==> src/rtl/wb_queue_stage.sv <==
// Writeback queue: buffers register-file writes between execute/memory and the RF.
// Head entry is presented registered; a lookup port forwards the youngest pending write.
module wb_queue_stage #(
   parameter int WORD_LENGTH = 32,
   parameter int DEST_WIDTH  = 4,
   parameter int DEPTH       = 4
) (
   input  logic                     clk,
   input  logic                     rst,
   input  logic                     wb_enable_in,
   input  logic                     mem_read_enable,
   input  logic [WORD_LENGTH-1:0]   alu_result,
   input  logic [WORD_LENGTH-1:0]   data_memory,
   input  logic [DEST_WIDTH-1:0]    wb_dest_in,
   output logic                     in_ready,
   input  logic                     rf_ready,
   output logic                     wb_enable_out,
   output logic [DEST_WIDTH-1:0]    wb_dest_out,
   output logic [WORD_LENGTH-1:0]   wb_value,
   input  logic [DEST_WIDTH-1:0]    lookup_addr,
   output logic                     lookup_hit,
   output logic [WORD_LENGTH-1:0]   lookup_value,
   output logic [$clog2(DEPTH):0]   count
);

   localparam int PW = $clog2(DEPTH);
   localparam int CW = PW + 1;

   logic [DEST_WIDTH-1:0]  dest_q [DEPTH];
   logic [WORD_LENGTH-1:0] data_q [DEPTH];
   logic [DEPTH-1:0]       valid_q;
   logic [PW-1:0]          head;
   logic [PW-1:0]          tail;
   logic [CW-1:0]          cnt;
   logic                   push;
   logic                   pop;
   logic [WORD_LENGTH-1:0] sel_value;
   logic [PW-1:0]          idx;

   assign in_ready      = (cnt != CW'(DEPTH));
   assign wb_enable_out = (cnt != '0);
   assign push          = wb_enable_in && in_ready;
   assign pop           = wb_enable_out && rf_ready;
   assign sel_value     = mem_read_enable ? data_memory : alu_result;
   assign count         = cnt;

   assign wb_dest_out = wb_enable_out ? dest_q[head] : '0;
   assign wb_value    = wb_enable_out ? data_q[head] : '0;

   always_ff @(posedge clk or posedge rst) begin
      if (rst) begin
         head    <= '0;
         tail    <= '0;
         cnt     <= '0;
         valid_q <= '0;
         for (int i = 0; i < DEPTH; i++) begin
            dest_q[i] <= '0;
            data_q[i] <= '0;
         end
      end else begin
         // pop before push: when neither full nor empty, head and tail differ
         if (pop) begin
            valid_q[head] <= 1'b0;
            head          <= head + PW'(1);
         end
         if (push) begin
            dest_q[tail]  <= wb_dest_in;
            data_q[tail]  <= sel_value;
            valid_q[tail] <= 1'b1;
            tail          <= tail + PW'(1);
         end
         unique case ({push, pop})
            2'b10:   cnt <= cnt + CW'(1);
            2'b01:   cnt <= cnt - CW'(1);
            default: cnt <= cnt;
         endcase
      end
   end

   // scan oldest to youngest so the last match is the most recent write
   always_comb begin
      lookup_hit   = 1'b0;
      lookup_value = '0;
      idx          = '0;
      for (int i = 0; i < DEPTH; i++) begin
         idx = head + PW'(i);
         if (valid_q[idx] && dest_q[idx] == lookup_addr) begin
            lookup_hit   = 1'b1;
            lookup_value = data_q[idx];
         end
      end
   end

endmodule

==> config.mk <==
export PLATFORM = sky130hd
export DESIGN_NAME = wb_queue_stage
export DESIGN_NICKNAME = d
export VERILOG_FILES = /design/src/rtl/wb_queue_stage.sv
export SDC_FILE = /design/constraint.sdc
export NUM_CORES = 1
export LEC_CHECK = 0
export CAP_MARGIN = 20
export CORE_MARGIN = 4
export CORE_UTILIZATION = 50
export DETAILED_ROUTE_END_ITERATION = 10
export PLACE_DENSITY = 0.77
export REMOVE_ABC_BUFFERS = 1
export SYNTH_ARGS = -nofsm -noshare
export SYNTH_HDL_FRONTEND = slang
export SYNTH_SLANG_ARGS = --single-unit
==> constraint.sdc <==
create_clock -name clk -period 7.5 [get_ports clk]
set_input_delay 1.5 -clock clk [delete_from_list [all_inputs] [get_ports clk]]
set_output_delay 1.5 -clock clk [all_outputs]
set_load 0.03 [all_outputs]
==> results of run 1 <==
-- synthesized netlist by cell type (all sizes together), types with 2 or more instances --
master and count:
nor3 2, xor2 6, mux2i 75, clkbuf 35, a211oi 3, nor2 130, mux4 138, nand2b 2
a21o 4, o221ai 31, o211ai 2, ha 9, nand2 76, o32ai 3, and4 2, and2 36
dfrtp 155, mux2 19, inv 9, nand3 5, and3 5, a22oi 3, xnor2 23, o21ai 5
buf 59, a21oi 128
-- logic make-up after synthesis --
| kind of cell | count (synthesis) |
|---|---|
| AOI/OAI and AO/OA | 180 |
| buffers and inverters | 104 |
| and+or+nand+nor | 262 |
| adders and majority gates | 10 |
| xor gates and xnor gates | 29 |
| DFF | 155 |
| muxes | 232 |
-- path summary, 6_finish.rpt --
path | startpoint | to | slack [ns] | cells past startpoint
setup / recovery | lookup_addr[1] | lookup_value[17] | 1.23 | 8
hold / removal | count[0] | count[0] | 0.54 | 1
setup reg to reg | count[2] | count[2] | 4.96 | 9
hold reg to reg | count[0] | count[0] | 0.54 | 1
max in group asynchronous | rst | data_q[68] | 4.57 | 3
min in group asynchronous | rst | data_q[46] | 1.67 | 2
-- registers in the layout (all words and copies together), names as in the netlist --
name / cells
count: 3
data_q: 128
dest_q: 16
head: 2
tail: 2
valid_q: 4
-- metal layers --
layer / vias to the layer above / track usage, %
li1: 3826 / -
met1: 4293 / 30.2
met2: 337 / 36.7
met3: 29 / 4.34
met4: 0 / 5.53
met5: - / 0
-- stage by stage --
step	cells	setup TNS, ns	utilization (%)
after global placement	1320	0	58.0
after CTS	1353	0	60.7
after global routing	1354	0	60.8
after floorplan	878	-193.39	-
after detailed placement	1321	0	58.1
final	1354	0	60.8
-- cell type report --
class | instances | area share, %
Tap cell | 280 | 2.64
Clock inverter | 13 | 1.07
Timing Repair Buffer | 164 | 12.4
Inverter | 10 | 0.320
Sequential cell | 155 | 29.3
Clock buffer | 19 | 3.26
Multi-Input combinational cell | 713 | 51.0
==> flow_summary_export.csv, run 1 <==
group,metric,value,unit
layout,drive_above_1_share,21.1,%
placement,place_ws,1.32,ns
placement,io_buffers,150,
drt,vias,8485,
global_routing,grt_pass1_vias,8361,
critical_path,worst_setup_path_start_kind,"primary input",
drt,top_layer_used,"met4",
clock_tree,cts-buffers-inserted,17,
sta,layout_setup_ws,1.23,ns
synthesis,seq_area_frac_synth,34.9,%
drt,viasPerCell,6.27,
critical_path,path_cells,"clkdlybuf4s50_1 -> xor2_1 -> o221ai_1 -> nand3_1 -> nor2_4 -> nand2_1 -> o221ai_1 -> clkdlybuf4s50_1",
sta,tightest_slew,0.964,ns
clock_tree,cts.htree.levels,4,
worst_hold_path,hp-class,"reg -> reg",
die,start_util,50.9,%
synthesis,yosys.area_share.simple,10.1,%
drt,wirelength_met1,11.0,mm
global_routing,grt-ovfl-total,0,
synthesis,synth_edf_count,0,
drt,wl_met2,13.6,mm
drt,wl_met3,1.91,mm
critical_path,path_class,"in -> out",
synthesis,ys_warn_count,0,
global_routing,grt_max_degree,147,
sta,max_slew_margin,35.6,%
critical_path,cp-end-kind,"output port",
synthesis,synthTopCellsByArea,"dfrtp_1 35%, mux4_2 28%, mux2i_1 6.8%",
critical_path,cp_slowest_stage_delay,0.77,ns
layout,fillers,1742,
sta,maxSlewViolCount,0,
global_routing,grt_antenna_before_repair,0,
layout,layout_commonest_cell,"dfrtp_1",
synthesis,synthArstFlopShare,100,%
layout,multi_input_area,6780,um^2
critical_path,worstPathRequired,6.00,ns
synthesis,syn_area_per_cell,11.4,um^2
sta,min_period,6.27,ns
die,coreArea,21800,um^2
layout,regArea,3890,um^2
synthesis,synth_compound_area_share,10.3,%
synthesis,synth_seq_cells,155,
die,die_x,157,um
layout,fin_area,13300,um^2
synthesis,synth_ff_type,"dfrtp_1",
drt,avgRoutedWirePerCell,19.8,um
layout,area_growth,19.4,%
die,die_h,157,um
clock_tree,clk_latency,0.42,ns
synthesis,synth_fa_ha_area_share,1.19,%
drt,routed_wl,26.7,mm
sta,holdWs,0.536,ns
layout,layout_common_cells,"153 x dfrtp_1, 149 x clkdlybuf4s50_1, 138 x mux4_2",
synthesis,netlist_instances,972,
critical_path,arrival,4.77,ns
synthesis,muxShareOfSynthArea,36.6,%
clock_tree,cts.sinks,155,
placement,dpl-instance-area,12700,um^2
clock_tree,cts_root_buf,"clkbuf_16",
drt,route.detailed.drc,0,
synthesis,synth_area,11100,um^2
layout,fin_nets,1148,
die,dieArea,24700,um^2
sta,skew,0.0113,ns
clock_tree,cts.clk_slew.worst_paths,0.06,ns
outcome,run_status,"finished clean",
synthesis,synth_top_cell_area_share,34.9,%
drt,dr.pass1.iters,5,
job,maxCapViolations,0,
critical_path,crit_fanout,33,
synthesis,synth_top_family_by_area,"multiplexers",
critical_path,path_buf_inv,2,
clock_tree,cts_hold_buf,0,
clock_tree,cts_resized,0,
die,rows,54,
global_routing,grt_pass1_wl,43.4,mm
global_routing,gr-usage-all-layers,22.0,%
die,io_pins,151,
sta,hold_viol,0,
clock_tree,cts_tree,"done",
sta,final-setup-viol-count,0,
placement,gp_congestion,0.810,
clock_tree,post_cts_buffers,0,
sta,timing.final.crit_share,83.6,%
drt,drt_iter0_drc,558,
layout,n_antenna_cell,0,
critical_path,critical_path.slowest_cell,"clkdlybuf4s50_1",
drt,postRouteAntennaNets,0,
sta,fmax,159,MHz
placement,hpwl,17.0,mm
synthesis,yosysUniqueCellTypes,41,
clock_tree,cts_buffer_depth,2,
synthesis,yosysTopAreaCell,"dfrtp_1",
critical_path,cp_top_family,"buffers and inverters",
synthesis,synth_xor_area_share,2.35,%
sta,rsz0062_at_grt,"false",
Power of run 1 is not shown: default switching activity piles up to over one toggle a cycle in this logic, so the estimate is an artifact.
==> run 2, diff against run 1 <==
Settings changed: PLACE_DENSITY 0.77 to 0.8.
Clock period 7.5 ns to 5.56 ns, I/O delays scaled along.
==> run 2 against run 1 <==
  * Flip-flop and latch count unchanged
  * Cell area increased by 0.33%
  * Critical path depth increased by 2
  * Non-clock buffer count increased by 5
  * Die area unchanged
  * Wire length increased by 6.1%
  * Core utilization increased by 0.20 points
  * Global-route usage increased by 0.49 points
  * Worst setup slack got worse by 1.0 ns
  * Largest cell class unchanged
==> flow_summary_export.csv, run 2 (synthesized netlist as in run 1, its figures left out) <==
group,metric,value,unit
placement,hpwl,17.9,mm
clock_tree,cts.htree.levels,4,
critical_path,worst_setup_path_start_kind,"flip-flop",
placement,place_ws,0.517,ns
die,die_x,157,um
critical_path,worstPathRequired,4.45,ns
layout,area_growth,19.8,%
clock_tree,post_cts_buffers,0,
layout,drive_above_1_share,25.0,%
die,dieArea,24700,um^2
critical_path,critical_path.slowest_cell,"dfrtp_4",
sta,min_period,5.36,ns
die,io_pins,151,
critical_path,path_cells,"clkinvlp_4 -> ha_4 -> buf_4 -> mux2_2 -> nand2_1 -> o32ai_2 -> o211ai_2 -> o211ai_2 -> o221ai_1 -> buf_4",
global_routing,grt-ovfl-total,0,
drt,dr.pass1.iters,5,
sta,max_slew_margin,34.7,%
clock_tree,cts_buffer_depth,2,
sta,timing.final.crit_share,96.3,%
clock_tree,cts.clk_slew.worst_paths,0.06,ns
sta,final.setup.tns,0,ns
drt,vias,8596,
die,die_h,157,um
drt,viasPerCell,6.32,
global_routing,grt_antenna_before_repair,0,
sta,hold_viol,0,
layout,fin_nets,1155,
clock_tree,clk_latency,0.42,ns
layout,n_antenna_cell,0,
global_routing,gr-usage-all-layers,22.5,%
placement,gp_congestion,0.851,
die,coreArea,21800,um^2
placement,io_buffers,150,
worst_hold_path,min_path_cells,1,
layout,fin_cells,1361,
layout,largest_register_ffs,128,
drt,routed_wl,28.4,mm
drt,avgRoutedWirePerCell,20.9,um
sta,fmax,187,MHz
sta,rsz0062_at_grt,"false",
sta,maxSlewViolCount,0,
critical_path,arrival,4.24,ns
drt,postRouteAntennaNets,0,
sta,layout_setup_ws,0.203,ns
sta,final-setup-viol-count,0,
sta,tightest_slew,0.980,ns
die,start_util,50.9,%
critical_path,cp_slowest_stage_delay,0.61,ns
clock_tree,cts_tree,"done",
layout,reg_top3,"data_q: 128 flops, dest_q: 16 flops, valid_q: 4 flops",
critical_path,path_class,"reg -> out",
drt,route.detailed.drc,0,
clock_tree,cts-buffers-inserted,17,
die,rows,54,
worst_hold_path,hp-class,"reg -> reg",
critical_path,rr_worst_depth,5,
layout,post-route-util,61.0,%
global_routing,grt_pass1_vias,8261,
outcome,run_status,"finished clean",
clock_tree,cts_root_buf,"clkbuf_16",
global_routing,grt_pass1_wl,44.1,mm
drt,drt_iter0_drc,590,
clock_tree,cts.sinks,155,
layout,layout_common_cells,"153 x dfrtp_1, 138 x mux4_2, 129 x nor2_1",
global_routing,grt_max_degree,132,
layout,layout_commonest_cell,"dfrtp_1",
placement,dp_cells,1326,
critical_path,crit_fanout,17,
clock_tree,cts_hold_buf,0,
job,maxCapViolations,0,
sta,skew,0.00634,ns
layout,top_register,"data_q",
critical_path,cp-end-kind,"output port",
layout,fillers,1733,
-- run 2: changes by cell type in the layout (fill, tap and decap cells not counted), moves of 2 or more --
| cell | previous run | this run |
|---|---|---|
| clkdlybuf4s50_1 | 149 | 116 |
| inv_6 | 4 | 1 |
| buf_4 | 11 | 49 |
| clkinvlp_4 | 3 | 5 |
| bufinv_16 | 2 | 4 |
| nor3_2 | 0 | 2 |
| nor3_1 | 2 | 0 |
-- run 2: cell type report --
class	count	area (um^2)	area share (%)
Clock buffer	21	450	3.38
Clock inverter	11	169	1.27
Inverter	10	46.3	0.348
Multi-Input combinational cell	715	6820	51.2
Sequential cell	155	3890	29.2
Tap cell	280	350	2.63
Timing Repair Buffer	169	1600	12.0
-- run 2: timing repair --
item	in CTS	in global routing
hold endpoints to repair	0	0
setup endpoints to repair	0	27
gates resized for setup	0	4
-- run 2: stage by stage --
| step | cell area, um^2 | hold WS, ns |
|---|---|---|
| final | 13300 | 0.535 |
| after global routing | 13300 | 0.559 |
| after CTS | 13200 | 0.536 |
| after detailed placement | 12600 | 0.523 |
| after global placement | 12600 | 0.513 |
| after floorplan | 10700 | 0.502 |
-- run 2: path summary, 6_finish.rpt --
path,from,endpoint,slack [ns]
worst max-delay path,head[0],lookup_value[1],0.20
worst min-delay path,count[2],count[2],0.54
worst max register to register,head[0],head[1],3.09
worst min register to register,count[2],count[2],0.54
max in group asynchronous,rst,data_q[33],3.36
min in group asynchronous,rst,data_q[80],1.20
-- run 2: per-layer routing --
metal / global-route usage (%) / share of wire (%) / vias to the layer above
li1: - / - / 3855
met1: 30.7 / 40 / 4357
met3: 3.60 / 6.6 / 39
met4: 6.84 / 1.7 / 0
met2: 37.7 / 52 / 345
met5: 0 / 0 / -
-- run 2: critical path: cells and delay by family (launching register included) --
kind	cells	cell delay, ns
compound gates	4	1.36
fa+ha+maj	1	0.49
buf+inv	3	0.89
mux	1	0.38
flops	1	0.61
simple gates	1	0.09
Power of run 2 is left out for the same reason.
==> patch: new RTL, flow settings as in run 1 <==
Put one more register stage on the output `count`, without a reset. The value now appears one clock later. The other outputs are not delayed to match.
--- a/src/rtl/wb_queue_stage.sv
+++ b/src/rtl/wb_queue_stage.sv
@@ -42,7 +42,9 @@
    assign push          = wb_enable_in && in_ready;
    assign pop           = wb_enable_out && rf_ready;
    assign sel_value     = mem_read_enable ? data_memory : alu_result;
-   assign count         = cnt;
+   always_ff @(posedge clk) begin
+      count <= cnt;
+   end
 
    assign wb_dest_out = wb_enable_out ? dest_q[head] : '0;
    assign wb_value    = wb_enable_out ? data_q[head] : '0;
Check against the original RTL: not equivalent (Yosys sat finds a counterexample within 4 cycles, from zero or initial values and one cycle with rst high).
==> patch against run 1 <==
Register-to-register slack worse by 0.32 ns. Critical path type is now flop to output port. Sequential cell count rose by 3. Wire length is 5.2% higher. Area after synthesis decreased by 1.1%. Via count fell by 0.42%. Largest cell class unchanged. Cell area down 0.51%. Global-route usage up 1.5 points. Setup slack lost 0.37 ns.
Power is left out: the tool's default activity adds up to more than one toggle a clock period on the data nets, which glitch-free logic cannot reach.
==> patch: results (changes against run 1) <==
Num CTS Buffers 17 (unchanged); port buffer count 150 (unchanged); initial DRC count 649 (was 558); via count 8449 (was 8485); outcome completed (unchanged); R2R depth 5 (was 9); Netlist cell types 35 (was 41); dominant synthesized flop cell dfrtp_1 (unchanged); clock tree buffer depth 2 (unchanged); global-route wire length before repair 45300 um (was 43400 um); number of gates resized after CTS 0 (unchanged); Worst Path Arrival 5.14 ns (was 4.77 ns); pin count of the biggest net entering global routing 90 (was 147); ANT cells 0 (unchanged); 1st-pass router iterations 5 (unchanged); filler cell count 1709 (was 1742); Seq/Total Area, Yosys 35.8% (was 34.9%); top cells by area, synth dfrtp_1, mux4_2, mux2i_1 (unchanged); CP max-delay cell buf_4 (was clkdlybuf4s50_1); Nets 1140 (was 1148); share of layout cells above drive strength 1 20.8% (was 21.1%); gpl congestion 0.844 (was 0.810); Max Fanout on Critical Path 65 (was 33); Post-synth top cells dfrtp_1, mux4_2, nor2_1, a21oi_1, mux2i_1 (was dfrtp_1, mux4_2, nor2_1, a21oi_1, nand2_1); setup bufs post-CTS 0 (unchanged); async set-reset flop share out of synthesis 98.1% (was 100%); Worst Skew 0.0110 ns (was 0.0113 ns); pre-CTS setup slack 1.14 ns (was 1.32 ns); CP peak stage delay 0.89 ns (was 0.77 ns); vias in the first global route 8473 (was 8361); Hold Path Stages 0 (was 1); worst hold-check path type flop to flop (unchanged); antenna violations before repair 0 (unchanged); DP HPWL 17400 um (was 17000 um); gr usage total 23.5% (was 22.0%); CP delay by family, top buffers and inverters (unchanged); Post-Route WL 28200 um (was 26700 um); relative slew slack 32.2% (was 35.6%)
==> patch: layout make-up <==
| cell class | instances | area (sq um) | area share [%] |
|---|---|---|---|
| clock buffer | 17 | 425 | 3.22 |
| timing repair buffer | 166 | 1650 | 12.5 |
| sequential | 158 | 3950 | 29.9 |
| inverter | 10 | 42.5 | 0.322 |
| clock inverter | 15 | 150 | 1.14 |
| multi-input combinational | 700 | 6650 | 50.4 |
| tap | 275 | 344 | 2.61 |
==> patch: cells by family after synthesis <==
family,share of synthesized area (%)
and+or+nand+nor,10.7
muxes,37.2
AOI/OAI and AO/OA,8.80
DFF,35.8
buffers and inverters,4.01
xor gates and xnor gates,2.23
adders and majority gates,1.21
==> patch: worst paths after layout <==
kind	slack, ns	end	startpoint
min reg2reg	0.40	count[1]	cnt[1]
max in group asynchronous	4.40	head[1]	rst
min in group asynchronous	1.62	cnt[2]	rst
min	0.40	count[1]	cnt[1]
max	0.86	lookup_value[25]	head[0]
max reg2reg	4.64	head[1]	head[0]
==> patch: metal layers <==
layer  vias to the layer above  wire length [um]  GRT usage [%]  share of wire [%]
met1                      4263             11600           32.4                 41
met5                         -                 0              0                  0
li1                       3796                 -              -                  -
met2                       353             14100           38.5                 50
met3                        37              2060           4.45                7.3
met4                         0               332           7.11                1.2
==> patch: per-stage QoR <==
stage | instance area [sq um] | hold WS [ns] | setup TNS, ns | utilization [%] | instances
3_3_place_gp | 12600 | 0.386 | 0 | 58.9 | 1307
3_5_place_dp | 12600 | 0.388 | 0 | 58.9 | 1307
4_1_cts | 13200 | 0.404 | 0 | 61.6 | 1339
5_1_grt | 13200 | 0.410 | 0 | 61.9 | 1341
6_report | 13200 | 0.399 | 0 | 61.9 | 1341
2_1_floorplan | 10600 | 0.362 | -173.29 | - | 868
